### src/rtl/aes_frame_ctrl.sv
// Frame controller between the SPI slave and an AES-128 core: accepts a key/plaintext
// frame, runs one encryption via start/done, and holds the ciphertext until acknowledged.
module aes_frame_ctrl #(
  parameter int TIMEOUT_CYCLES = 1024,
  parameter int TW             = 11
) (
  input  logic         clk,
  input  logic         rst,
  input  logic         frame_valid,
  input  logic [255:0] frame_data,
  output logic         frame_ready,
  output logic         aes_start,
  output logic [127:0] aes_key,
  output logic [127:0] aes_block,
  input  logic         aes_done,
  input  logic [127:0] aes_result,
  output logic         result_valid,
  output logic [127:0] result_data,
  input  logic         result_ack,
  output logic         busy,
  output logic         err_overrun,
  output logic         err_timeout,
  input  logic         err_clr,
  output logic [7:0]   frame_count
);

  localparam logic [1:0] S_IDLE = 2'd0;
  localparam logic [1:0] S_LOAD = 2'd1;
  localparam logic [1:0] S_RUN  = 2'd2;
  localparam logic [1:0] S_HOLD = 2'd3;

  localparam logic [TW-1:0] TIMER_LAST = TW'(TIMEOUT_CYCLES - 1);

  logic [1:0]    state_reg, state_next;
  logic [TW-1:0] timer_reg, timer_next;
  logic [127:0]  key_reg, key_next;
  logic [127:0]  block_reg, block_next;
  logic [127:0]  data_reg, data_next;
  logic          valid_reg, valid_next;
  logic [7:0]    count_reg, count_next;
  logic          ready_reg, start_reg, busy_reg;
  logic          ovr_reg, tmo_reg;
  logic          ovr_set, tmo_set;

  always_comb begin
    state_next = state_reg;
    timer_next = timer_reg;
    key_next   = key_reg;
    block_next = block_reg;
    data_next  = data_reg;
    valid_next = valid_reg;
    count_next = count_reg;
    tmo_set    = 1'b0;
    // Any frame that shows up outside IDLE is dropped and only flagged.
    ovr_set    = frame_valid && (state_reg != S_IDLE);
    case (state_reg)
      S_IDLE: begin
        if (frame_valid) begin
          key_next   = frame_data[255:128];
          block_next = frame_data[127:0];
          timer_next = '0;
          state_next = S_LOAD;
        end
      end
      S_LOAD: state_next = S_RUN;
      S_RUN: begin
        // A done arriving on the expiry cycle takes priority over the timeout.
        if (aes_done) begin
          data_next  = aes_result;
          valid_next = 1'b1;
          state_next = S_HOLD;
        end else if (timer_reg == TIMER_LAST) begin
          tmo_set    = 1'b1;
          state_next = S_IDLE;
        end else begin
          timer_next = timer_reg + 1'b1;
        end
      end
      default: begin
        if (result_ack) begin
          valid_next = 1'b0;
          count_next = count_reg + 8'd1;
          state_next = S_IDLE;
        end
      end
    endcase
  end

  always_ff @(posedge clk) begin
    if (rst) begin
      state_reg <= S_IDLE;
      timer_reg <= '0;
      key_reg   <= '0;
      block_reg <= '0;
      data_reg  <= '0;
      valid_reg <= 1'b0;
      count_reg <= '0;
      ready_reg <= 1'b1;
      start_reg <= 1'b0;
      busy_reg  <= 1'b0;
      ovr_reg   <= 1'b0;
      tmo_reg   <= 1'b0;
    end else begin
      state_reg <= state_next;
      timer_reg <= timer_next;
      key_reg   <= key_next;
      block_reg <= block_next;
      data_reg  <= data_next;
      valid_reg <= valid_next;
      count_reg <= count_next;
      ready_reg <= (state_next == S_IDLE);
      start_reg <= (state_next == S_LOAD);
      busy_reg  <= (state_next != S_IDLE);
      // Sticky flags: a new event in the clearing cycle still sets the flag.
      ovr_reg   <= ovr_set || (ovr_reg && !err_clr);
      tmo_reg   <= tmo_set || (tmo_reg && !err_clr);
    end
  end

  assign frame_ready  = ready_reg;
  assign aes_start    = start_reg;
  assign aes_key      = key_reg;
  assign aes_block    = block_reg;
  assign result_valid = valid_reg;
  assign result_data  = data_reg;
  assign busy         = busy_reg;
  assign err_overrun  = ovr_reg;
  assign err_timeout  = tmo_reg;
  assign frame_count  = count_reg;

endmodule

### config.mk
export PLATFORM = sky130hd
export DESIGN_NAME = aes_frame_ctrl
export DESIGN_NICKNAME = d
export VERILOG_FILES = /design/src/rtl/aes_frame_ctrl.sv
export SDC_FILE = /design/constraint.sdc
export NUM_CORES = 1
export LEC_CHECK = 0
export CORE_AREA = 10 10 299 301
export DETAILED_ROUTE_END_ITERATION = 6
export DIE_AREA = 0 0 309 311
export GPL_TIMING_DRIVEN = 0
export SLEW_MARGIN = 10
export SYNTH_ARGS = -nofsm -noshare
export SYNTH_HDL_FRONTEND = slang
export SYNTH_SLANG_ARGS = --single-unit
### constraint.sdc
create_clock -name clk -period 3.3 [get_ports clk]
set_input_delay 0.66 -clock clk [delete_from_list [all_inputs] [get_ports clk]]
set_output_delay 0.66 -clock clk [all_outputs]
set_load 0.05 [all_outputs]
### Word-level counts from Yosys, hierarchy flattened

Index checks and enable logic that the tools add are counted.

| storage, ports and cells | value |
|---|---|
| register bits after elaboration | 411 |
| word-level logic and storage cells | 58 |
| output and inout port bits | 398 |
| bits of input ports | 390 |

| cells by class | value |
|---|---|
| mux-type cells | 15 |
| reductions and logical operators | 19 |
| equal/unequal tests | 8 |
| add/sub/neg operators | 2 |
| bitwise gates (word level) | 2 |

Operators by type and width:

| operator | count |
|---|---|
| two-way mux 11 bit | 3 |
| one-hot mux 11 bit (2 select lines) | 1 |
| adder 11 x 1 -> 11 bit, second input constant | 1 |
| equality test 11 x 10 -> 1 bit, second input constant | 1 |
| adder 8 x 1 -> 8 bit, second input constant | 1 |
| two-way mux 2 bit | 4 |
| inequality test 2 bit, second input constant | 4 |
| nonzero test 2 bit | 4 |
| one-hot mux 2 bit (3 select lines) | 1 |
| AND reduction 2 bit | 3 |
| two-way mux 1 bit | 5 |
| equality test 2 x 1 -> 1 bit, second input constant | 2 |
| zero test 2 bit | 2 |
| AND reduction 4 bit | 1 |
| logical AND 1 bit | 3 |
| AND reduction 3 bit | 1 |
| OR reduction 3 bit | 1 |
| equality test 2 bit, second input constant | 1 |
| logical OR 1 bit | 2 |
| NOT 1 bit | 2 |
| one-hot mux 1 bit (2 select lines) | 1 |
| OR reduction 2 bit | 1 |
| zero test 1 bit | 1 |

### Depth between registers and ports, before layout

Gate-level depths: netlist of the first run.

| logic depth | value |
|---|---|
| depth after elaboration | 5 |
| depth in mapped cells | 7 |
| gate-level depth less buffers | 5 |

### Least setup slack after synthesis of the first run

Ideal clock, no wire load.

| timing | value |
|---|---|
| path kind | input to register |
| from | input aes_done |
| to | register timer_reg[9] |
| buffers on the path | 1 |
| stages | 5 |
| data required time | 3.233 ns |
| data arrival time | 1.765 ns |
| slack | 1.468 ns |
| library setup time | 0.067 ns |
| cells stage by stage | nand2b_1 -> a21o_1 -> buf_6 -> or4_4 -> a21oi_2 |

| between the ends | value |
|---|---|
| word-level cells in the longest chain between the ends | 2 |

RTL lines:

| element | line | source |
|---|---|---|
| start, declared | 15 | `input logic aes_done,` |
| inequality test 2 bit (no source line) | -- |  |
| AND reduction 4 bit (no source line) | -- |  |
| end signal, assigned | 105 | `timer_reg <= timer_next;` |
| end, declared | 35 | `logic [TW-1:0] timer_reg, timer_next;` |

No other way between the ends.
A chain may end at the register's enable or synchronous reset.

### Worst setup path in the final report of the first run

| timing | value |
|---|---|
| from | input rst |
| to | register block_reg[75] (netlist: aes_block[75]) |

RTL lines:

| element | line | source |
|---|---|---|
| start, declared | 8 | `input logic rst,` |
| end signal, assigned | 107 | `block_reg <= block_next;` |
| end, declared | 37 | `logic [127:0] block_reg, block_next;` |

No word-level cell between the ends.

==> results of run 1 <==
## power by group through the flow
stage | registers, mW | clock network, mW | logic (mW)
global placement | 5.50 | 0 | 3.07
detailed placement | 5.52 | 0 | 3.07
finish | 5.41 | 5.42 | 3.04
CTS | 5.41 | 5.61 | 3.08
global route | 5.43 | 5.78 | 3.22
floorplan | 6.47 | 0 | 0.648
## worst min-delay path by stage
stage	from	cells past startpoint	end	slack, ns
3_3_place_gp	aes_block[30]$_SDFFE_PP0P_	2	aes_block[30]$_SDFFE_PP0P_	0.44
6_report	aes_key[42]$_SDFFE_PP0P_	2	aes_key[42]$_SDFFE_PP0P_	0.45
4_1_cts	aes_block[57]$_SDFFE_PP0P_	2	aes_block[57]$_SDFFE_PP0P_	0.45
3_5_place_dp	aes_block[42]$_SDFFE_PP0P_	2	aes_block[42]$_SDFFE_PP0P_	0.45
2_1_floorplan	timer_reg[6]$_SDFFE_PP0P_	2	timer_reg[6]$_SDFFE_PP0P_	0.46
5_1_grt	aes_block[11]$_SDFFE_PP0P_	2	aes_block[11]$_SDFFE_PP0P_	0.47
## Yosys cell counts, types with 5 or more instances
cell type	count	share of area, %
nand3_1	6	0.21
nand2_1	780	20
a21oi_1	399	14
clkbuf_1	61	1.6
buf_2	62	2.2
buf_1	8	0.21
nand4_1	5	0.22
dfxtp_1	411	57
nor2_1	11	0.29
or3_1	6	0.26
o31ai_1	5	0.26
o21ai_0	7	0.24
## cell families after synthesis
group	Yosys count	share of synthesized area [%]
AOI/OAI and AO/OA	416	14.7
xor gates and xnor gates	6	0.367
muxes	1	0.0699
adders and majority gates	2	0.175
buffers and inverters	134	4.21
and+or+nand+nor	839	23.0
DFF	411	57.4
## worst max-delay path, delay by kind of cell
family	cells	cell delay (ns)
AO/OA/AOI/OAI	1	0.08
buffers and inverters	4	2.63
## cell usage in the layout (no fill, tap or decap), types with 2 or more instances in the layout
master             n
nand4_1            5
o31ai_1            5
nor2_1            11
clkbuf_8           9
bufinv_16          4
a21oi_1          399
nand3_1            6
ha_1               2
xnor2_1            3
nor2b_1            2
o21ai_0            7
or4_1              4
buf_1              8
diode_2            7
clkdlybuf4s50_1  787
xor2_1             3
buf_2             62
nand2b_1           3
clkinv_4           2
clkbuf_16         49
clkbuf_1          71
or2_2              2
nand2_1          780
nand4b_1           3
nor3_1             4
and3_1             4
clkinv_2           9
or3_1              6
dfxtp_1          411
buf_6              3
## stage by stage
step	instances	utilization (%)	hold WS (ns)	setup TNS [ns]
5_1_grt	3762	30.2	0.466	0
2_1_floorplan	1809	-	0.455	0
6_report	3768	30.2	0.451	0
3_5_place_dp	3676	28.3	0.445	-35.56
4_1_cts	3761	30.2	0.453	0
3_3_place_gp	3676	28.3	0.440	-24.64
## metal layers
layer / vias up / wire [um]
li1: 7560 / -
met1: 6978 / 27200
met2: 585 / 39000
met3: 136 / 9730
met4: 32 / 3350
met5: - / 212
## cell type report
| type | count | share of cell area, % |
|---|---|---|
| diodes | 7 | 0.0696 |
| plain buffers | 134 | 2.40 |
| clock buffers | 68 | 5.52 |
| clock inverters | 17 | 0.791 |
| multi-input cells | 1264 | 21.8 |
| flip-flops and latches | 411 | 32.7 |
| well taps | 1080 | 5.37 |
| repair buffers | 787 | 31.3 |
==> impl_metrics.env, run 1 <==
export IMPL_critical_path_required_ns=3.70
export IMPL_die_h_um=311
export IMPL_dpl_worst_slack_ns=-0.473
export IMPL_slew_headroom_pct=22.0
export IMPL_grt_pass1_wl_um=110000
export IMPL_clkSinkCount=411
export IMPL_initial_core_util_pct=17.2
export IMPL_peakVddDrop_uv=392
export IMPL_p_seq_share_pct=39.0
export IMPL_r2r_start="state_reg[0]$_SDFF_PP0_"
export IMPL_final_nets=3039
export IMPL_fp_dieW_um=309
export IMPL_finalHoldViolCount=0
export IMPL_yosys_warnings=0
export IMPL_r2r_end="aes_block[15]$_SDFFE_PP0P_"
export IMPL_core_rowCount=106
export IMPL_gp_congestion=0.844
export IMPL_post_cts_buffers=0
export IMPL_vias=15300
export IMPL_core_area_sq_um=83300
export IMPL_area_sequential_sq_um=8230
export IMPL_fmax_mhz=334
export IMPL_period_needed_ns=3.00
export IMPL_post_dp_cell_area_sq_um=23600
export IMPL_grt_max_degree=13
export IMPL_drcViolationCount=0
export IMPL_ys_types=38
export IMPL_cpMostUsedCell="clkbuf_1"
export IMPL_antenna_found_initial=25
export IMPL_grt_overflow=0
export IMPL_clockBufferDepth=3
export IMPL_cp_data_arrival_time_ns=3.40
export IMPL_power_density_nw_per_um2=551
export IMPL_ctsHtreeMaxLevel=2
export IMPL_area_growth_synth_to_final_pct=75.6
export IMPL_multiInputGateArea_sq_um=5490
export IMPL_synth_main_ff_cell="dfxtp_1"
export IMPL_crit_type="input port to flip-flop"
export IMPL_drt_iter0_drc=798
export IMPL_syn_inst=1809
export IMPL_cts_inserted_buffers=49
export IMPL_yosysSeqAreaShare_pct=57.4
export IMPL_report_final_slew_viol_count=0
export IMPL_stdcell_area_sq_um=25200
export IMPL_switchingPower_mw=4.28
export IMPL_fillers=8963
export IMPL_syn_nets=2201
export IMPL_crit_slowest_cell="clkbuf_1"
export IMPL_netlist_area_sq_um=14300
export IMPL_clk_pin_slew_worst_paths_ns=0.06
export IMPL_globalRouteMet1Util_pct=15.1
export IMPL_synth_edff_count=0
export IMPL_slowest_delay_ns=0.76
export IMPL_avgSynthCellArea_sq_um=7.92
export IMPL_switching_share_pct=30.8
export IMPL_finalWorstSetupSlack_ns=0.302
export IMPL_status="finished clean"
export IMPL_grt_pass1_vias=15000
export IMPL_busiest_layer="met2"
export IMPL_use_met2_pct=27.6
export IMPL_reg2reg_depth=7
export IMPL_power_share_clock_pct=39.1
export IMPL_io_buffers=787
export IMPL_postCtsHoldBufs=0
export IMPL_drv_cap=0
export IMPL_p_leak_nw=8.88
export IMPL_cp_cell_sequence="clkdlybuf4s50_1 > clkbuf_1 > clkbuf_1 > clkbuf_1 > a21oi_1"
export IMPL_setup_viol=0
export IMPL_p_comb_share_pct=21.9
export IMPL_worst_setup_path_end_kind="flip-flop"
export IMPL_via_per_inst=4.06
export IMPL_worstSetupEndpoint="aes_block[75]$_SDFFE_PP0P_"
export IMPL_cp_startpoint="rst"
export IMPL_ant_nets=0
export IMPL_cts_resized=0
export IMPL_worst_pin_slew_ns=1.17
export IMPL_hpwl_um=66300
export IMPL_internal_power_mw=9.59
export IMPL_synthArstFlopShare_pct=0
export IMPL_regToRegSetupSlack_ns=0.84
export IMPL_num_io_pins=788
export IMPL_routedWlPerCell_um=21.1
export IMPL_worst_setup_path_start_kind="input port"
export IMPL_fin_crit_sh_pct=90.9
export IMPL_drive_above_1_share_pct=5.52
export IMPL_path_max_fanout=10
export IMPL_ys_seq_elements=411
export IMPL_grtUsageTotal_pct=15.6
export IMPL_die_area_sq_um=96100
export IMPL_fin_skew_ns=0.0123
export IMPL_met3_usage_pct=7.82
export IMPL_rsz0062_at_grt="false"
export IMPL_insertion_delay_ns=0.57
export IMPL_first_pass_iters=5
export IMPL_finalPower_mw=13.9
export IMPL_root_buffer="clkbuf_16"
export IMPL_min_path_type="flip-flop to flip-flop"
export IMPL_cts_tree="done"
export IMPL_totalWireLength_um=79500
Note: power is estimated with default switching activity, not from simulation.
==> inputs of run 2 (changes only) <==
- GPL_TIMING_DRIVEN: 0 -> default
- REMOVE_ABC_BUFFERS: default -> 1
==> impl_metrics.env, run 2 (synthesized netlist as in run 1, its figures left out) <==
export IMPL_cts_resized=0
export IMPL_num_io_pins=788
export IMPL_final_common_cell="clkdlybuf4s50_1"
export IMPL_drive_above_1_share_pct=4.63
export IMPL_first_pass_iters=6
export IMPL_status="finished clean"
export IMPL_fmax_mhz=388
export IMPL_insertion_delay_ns=0.58
export IMPL_grtUsageTotal_pct=14.7
export IMPL_r2r_end="result_data[96]$_SDFFE_PP0P_"
export IMPL_ctsHtreeMaxLevel=2
export IMPL_die_area_sq_um=96100
export IMPL_vias=15000
export IMPL_worst_pin_slew_ns=0.871
export IMPL_root_buffer="clkbuf_16"
export IMPL_grt_overflow=0
export IMPL_worst_setup_path_end_kind="primary output"
export IMPL_drcViolationCount=0
export IMPL_slowest_delay_ns=1.00
export IMPL_via_per_inst=4.09
export IMPL_critical_path_depth=1
export IMPL_crit_family="buffers and inverters"
export IMPL_multiInputGateArea_sq_um=5520
export IMPL_fin_crit_sh_pct=78.1
export IMPL_clkSinkCount=411
export IMPL_critPathBufInv=1
export IMPL_report_final_slew_viol_count=0
export IMPL_totalWireLength_um=74900
export IMPL_core_rowCount=106
export IMPL_slew_headroom_pct=41.9
export IMPL_finalHoldViolCount=0
export IMPL_die_h_um=311
export IMPL_gp_congestion=0.836
export IMPL_r2r_start="state_reg[0]$_SDFF_PP0_"
export IMPL_mostFrequentLayoutCells="786 x clkdlybuf4s50_1, 778 x nand2_1, 411 x dfxtp_1"
export IMPL_regToRegSetupSlack_ns=1.34
export IMPL_grt_pass1_vias=14600
export IMPL_ant_nets=0
export IMPL_clockBufferDepth=3
export IMPL_core_area_sq_um=83300
export IMPL_period_needed_ns=2.58
export IMPL_reg2reg_depth=5
export IMPL_power_density_nw_per_um2=558
export IMPL_grt_pass1_wl_um=106000
export IMPL_post_cts_buffers=0
export IMPL_worstSetupEndpoint="result_data[67]"
export IMPL_cts_tree="done"
export IMPL_holdWs_ns=0.451
export IMPL_crit_slowest_cell="clkdlybuf4s50_1"
export IMPL_cts_inserted_buffers=50
export IMPL_io_buffers=787
export IMPL_fin_skew_ns=0.0158
export IMPL_min_path_type="flip-flop to flip-flop"
export IMPL_postCtsHoldBufs=0
export IMPL_area_sequential_sq_um=8230
export IMPL_finalPower_mw=14.0
export IMPL_fillers=8896
export IMPL_drv_cap=0
export IMPL_final_nets=2943
export IMPL_path_max_fanout=2
export IMPL_area_growth_synth_to_final_pct=75.0
export IMPL_clk_pin_slew_worst_paths_ns=0.06
export IMPL_setup_viol=0
export IMPL_crit_type="flip-flop to primary output"
export IMPL_routedWlPerCell_um=20.4
export IMPL_p_leak_nw=8.79
export IMPL_antenna_found_initial=21
export IMPL_placed_cells=3579
export IMPL_critical_path_required_ns=2.64
export IMPL_cp_startpoint="result_data[67]$_SDFFE_PP0P_"
export IMPL_drt_iter0_drc=851
export IMPL_peakVddDrop_uv=381
export IMPL_worst_setup_path_start_kind="flip-flop"
export IMPL_fp_dieW_um=309
export IMPL_cp_data_arrival_time_ns=1.92
export IMPL_hpwl_um=58300
export IMPL_cp_cell_sequence="clkdlybuf4s50_1"
export IMPL_grt_max_degree=108
export IMPL_rsz0062_at_grt="false"
export IMPL_fin_cells=3671
export IMPL_initial_core_util_pct=17.2
[run 2: cell type report]
cell class | instances | area share (%)
clock buffer | 79 | 5.96
timing repair buffer | 824 | 33.2
sequential | 411 | 32.8
antenna | 2 | 0.0200
tap | 1080 | 5.39
multi-input combinational | 1264 | 22.0
clock inverter | 11 | 0.634
[run 2: metrics by stage]
stage               cell area [sq um]  TNS (ns)  util, %  worst slack, ns
finish                          25100         0     30.1            0.721
global route                    25100         0     30.1            0.615
CTS                             25100         0     30.1            0.614
detailed placement              23400         0     28.1            0.663
global placement                23400         0     28.1            0.686
floorplan                       13700  -1295.89        -            -5.39
[run 2: report_power, final]
group	switching, mW	internal [mW]
sequential	0.153	5.25
combinational	1.85	1.11
clock	2.23	3.40
total	4.23	9.76
[run 2: worst min path at each step]
stage / start / endpoint / slack [ns] / cells past startpoint
after detailed placement: aes_block[120]$_SDFFE_PP0P_ / aes_block[120]$_SDFFE_PP0P_ / 0.45 / 2
after floorplan: timer_reg[6]$_SDFFE_PP0P_ / timer_reg[6]$_SDFFE_PP0P_ / 0.46 / 2
after CTS: aes_block[120]$_SDFFE_PP0P_ / aes_block[120]$_SDFFE_PP0P_ / 0.45 / 2
after global placement: aes_block[106]$_SDFFE_PP0P_ / aes_block[106]$_SDFFE_PP0P_ / 0.44 / 2
after global routing: aes_block[17]$_SDFFE_PP0P_ / aes_block[17]$_SDFFE_PP0P_ / 0.46 / 2
final: aes_block[101]$_SDFFE_PP0P_ / aes_block[101]$_SDFFE_PP0P_ / 0.45 / 2
[run 2: metal layers]
metal | up-vias | part of all wire (%) | track usage [%]
met5 | - | 0.17 | 0
met4 | 20 | 2.1 | 3.58
met3 | 106 | 12 | 7.27
met2 | 576 | 49 | 25.6
met1 | 6958 | 37 | 15.5
li1 | 7339 | - | -
==> inputs of run 3 (changes only) <==
- CORE_AREA: 10 10 299 301 -> 10 10 301 303
- DIE_AREA: 0 0 309 311 -> 0 0 311 313
- clock period: 3.3 -> 2.4 ns (I/O delays scaled with it)
==> impl_metrics.env, run 3 (synthesized netlist as in run 1, its figures left out) <==
export IMPL_via_per_inst=4.00
export IMPL_cp_cell_sequence="clkdlybuf4s50_1"
export IMPL_worst_setup_path_end_kind="primary output"
export IMPL_worst_pin_slew_ns=0.705
export IMPL_first_pass_iters=5
export IMPL_final_common_cell="nand2_1"
export IMPL_fin_skew_ns=0.0194
export IMPL_antenna_found_initial=12
export IMPL_critical_path_required_ns=1.92
export IMPL_ant_nets=0
export IMPL_crit_family="buffers and inverters"
export IMPL_core_rowCount=107
export IMPL_report_final_slew_viol_count=0
export IMPL_met3_usage_pct=6.97
export IMPL_grt_overflow=0
export IMPL_drcViolationCount=0
export IMPL_grt_max_degree=78
export IMPL_stdcell_area_sq_um=25300
export IMPL_grt_pass1_vias=15000
export IMPL_num_io_pins=788
export IMPL_globalRouteMet1Util_pct=15.8
export IMPL_final_nets=2964
export IMPL_use_met2_pct=23.7
export IMPL_min_path_type="input port to flip-flop"
export IMPL_totalWireLength_um=73700
export IMPL_cts_tree="done"
export IMPL_p_seq_share_pct=38.8
export IMPL_crit_slowest_cell="clkdlybuf4s50_1"
export IMPL_switchingPower_mw=5.85
export IMPL_insertion_delay_ns=0.58
export IMPL_cp_data_arrival_time_ns=1.86
export IMPL_die_h_um=313
export IMPL_die_area_sq_um=97300
export IMPL_post_dp_cell_area_sq_um=23600
export IMPL_crit_type="flip-flop to primary output"
export IMPL_fin_crit_sh_pct=97.4
export IMPL_period_needed_ns=2.34
export IMPL_status="finished clean"
export IMPL_holdWs_ns=0.370
export IMPL_cts_inserted_buffers=49
export IMPL_peakVddDrop_uv=483
export IMPL_vias=15000
export IMPL_initial_core_util_pct=16.9
export IMPL_path_max_fanout=2
export IMPL_routedWlPerCell_um=19.6
export IMPL_final_util_pct=29.9
export IMPL_ctsHtreeMaxLevel=2
export IMPL_hpwl_um=58100
export IMPL_power_share_clock_pct=39.5
export IMPL_grtUsageTotal_pct=14.3
export IMPL_clockBufferDepth=3
export IMPL_mostFrequentLayoutCells="778 x nand2_1, 735 x clkdlybuf4s50_1, 411 x dfxtp_1"
export IMPL_gp_congestion=0.823
export IMPL_power_density_nw_per_um2=759
export IMPL_drv_cap=0
export IMPL_internal_power_mw=13.3
export IMPL_clk_pin_slew_worst_paths_ns=0.06
export IMPL_p_leak_nw=9.04
export IMPL_critPathBufInv=1
export IMPL_fmax_mhz=428
export IMPL_switching_share_pct=30.5
export IMPL_drive_above_1_share_pct=7.25
export IMPL_slowest_delay_ns=0.86
export IMPL_area_growth_synth_to_final_pct=76.4
export IMPL_busiest_layer="met2"
export IMPL_fp_dieW_um=311
export IMPL_p_comb_share_pct=21.7
export IMPL_clkSinkCount=411
export IMPL_core_area_sq_um=84600
export IMPL_finalHoldViolCount=0
export IMPL_setup_viol=0
export IMPL_post_cts_buffers=0
export IMPL_root_buffer="clkbuf_16"
export IMPL_drt_iter0_drc=934
export IMPL_io_buffers=787
export IMPL_grt_pass1_wl_um=105000
export IMPL_rsz0062_at_grt="false"
export IMPL_worst_setup_path_start_kind="flip-flop"
export IMPL_slew_headroom_pct=52.9
## run 3: worst paths after layout
kind | startpoint | end | slack (ns) | cells after the start
setup reg to reg | state_reg[1]$_SDFF_PP0_ | timer_reg[7]$_SDFFE_PP0P_ | 0.53 | 4
setup / recovery | aes_key[33]$_SDFFE_PP0P_ | aes_key[33] | 0.06 | 1
hold reg to reg | result_data[77]$_SDFFE_PP0P_ | result_data[77]$_SDFFE_PP0P_ | 0.45 | 2
hold / removal | rst | result_data[52]$_SDFFE_PP0P_ | 0.37 | 2
## run 3: area by class of cell
class	count	area (sq um)
fillers	9062	59300
flip-flops and latches	411	8230
multi-input cells	1264	5520
clock buffers	76	1470
well taps	1144	1430
repair buffers	846	8470
clock inverters	10	138
diodes	3	7.51
## run 3: repair_timing
| action | CTS | global route |
|---|---|---|
| resized for setup | 2 | 2 |
| pin swaps | 0 | 0 |
| hold buffers | 0 | 0 |
| endpoints found under the setup margin | 2 | 2 |
## run 3: metrics by stage
step	cells	setup WS [ns]	TNS [ns]	total power, mW
2_1_floorplan	1675	-6.21	-1611.03	9.73
3_3_place_gp	3665	0.122	0	11.8
3_5_place_dp	3665	0.0813	0	11.8
4_1_cts	3751	0.00114	0	19.5
5_1_grt	3754	0.00695	0	20.0
6_report	3754	0.0624	0	19.2
## run 3: power groups by stage
stage / clock network (mW) / logic [mW] / registers [mW]
2_1_floorplan: 0 / 0.830 / 8.90
3_3_place_gp: 0 / 4.21 / 7.57
3_5_place_dp: 0 / 4.20 / 7.59
4_1_cts: 7.85 / 4.22 / 7.44
5_1_grt: 8.11 / 4.41 / 7.49
6_report: 7.58 / 4.16 / 7.44
## run 3: per-layer routing
layer / vias to the layer above / wire length, um
met1: 6907 / 28600
met5: - / 45
met3: 105 / 8260
met4: 8 / 2450
li1: 7379 / -
met2: 605 / 34400
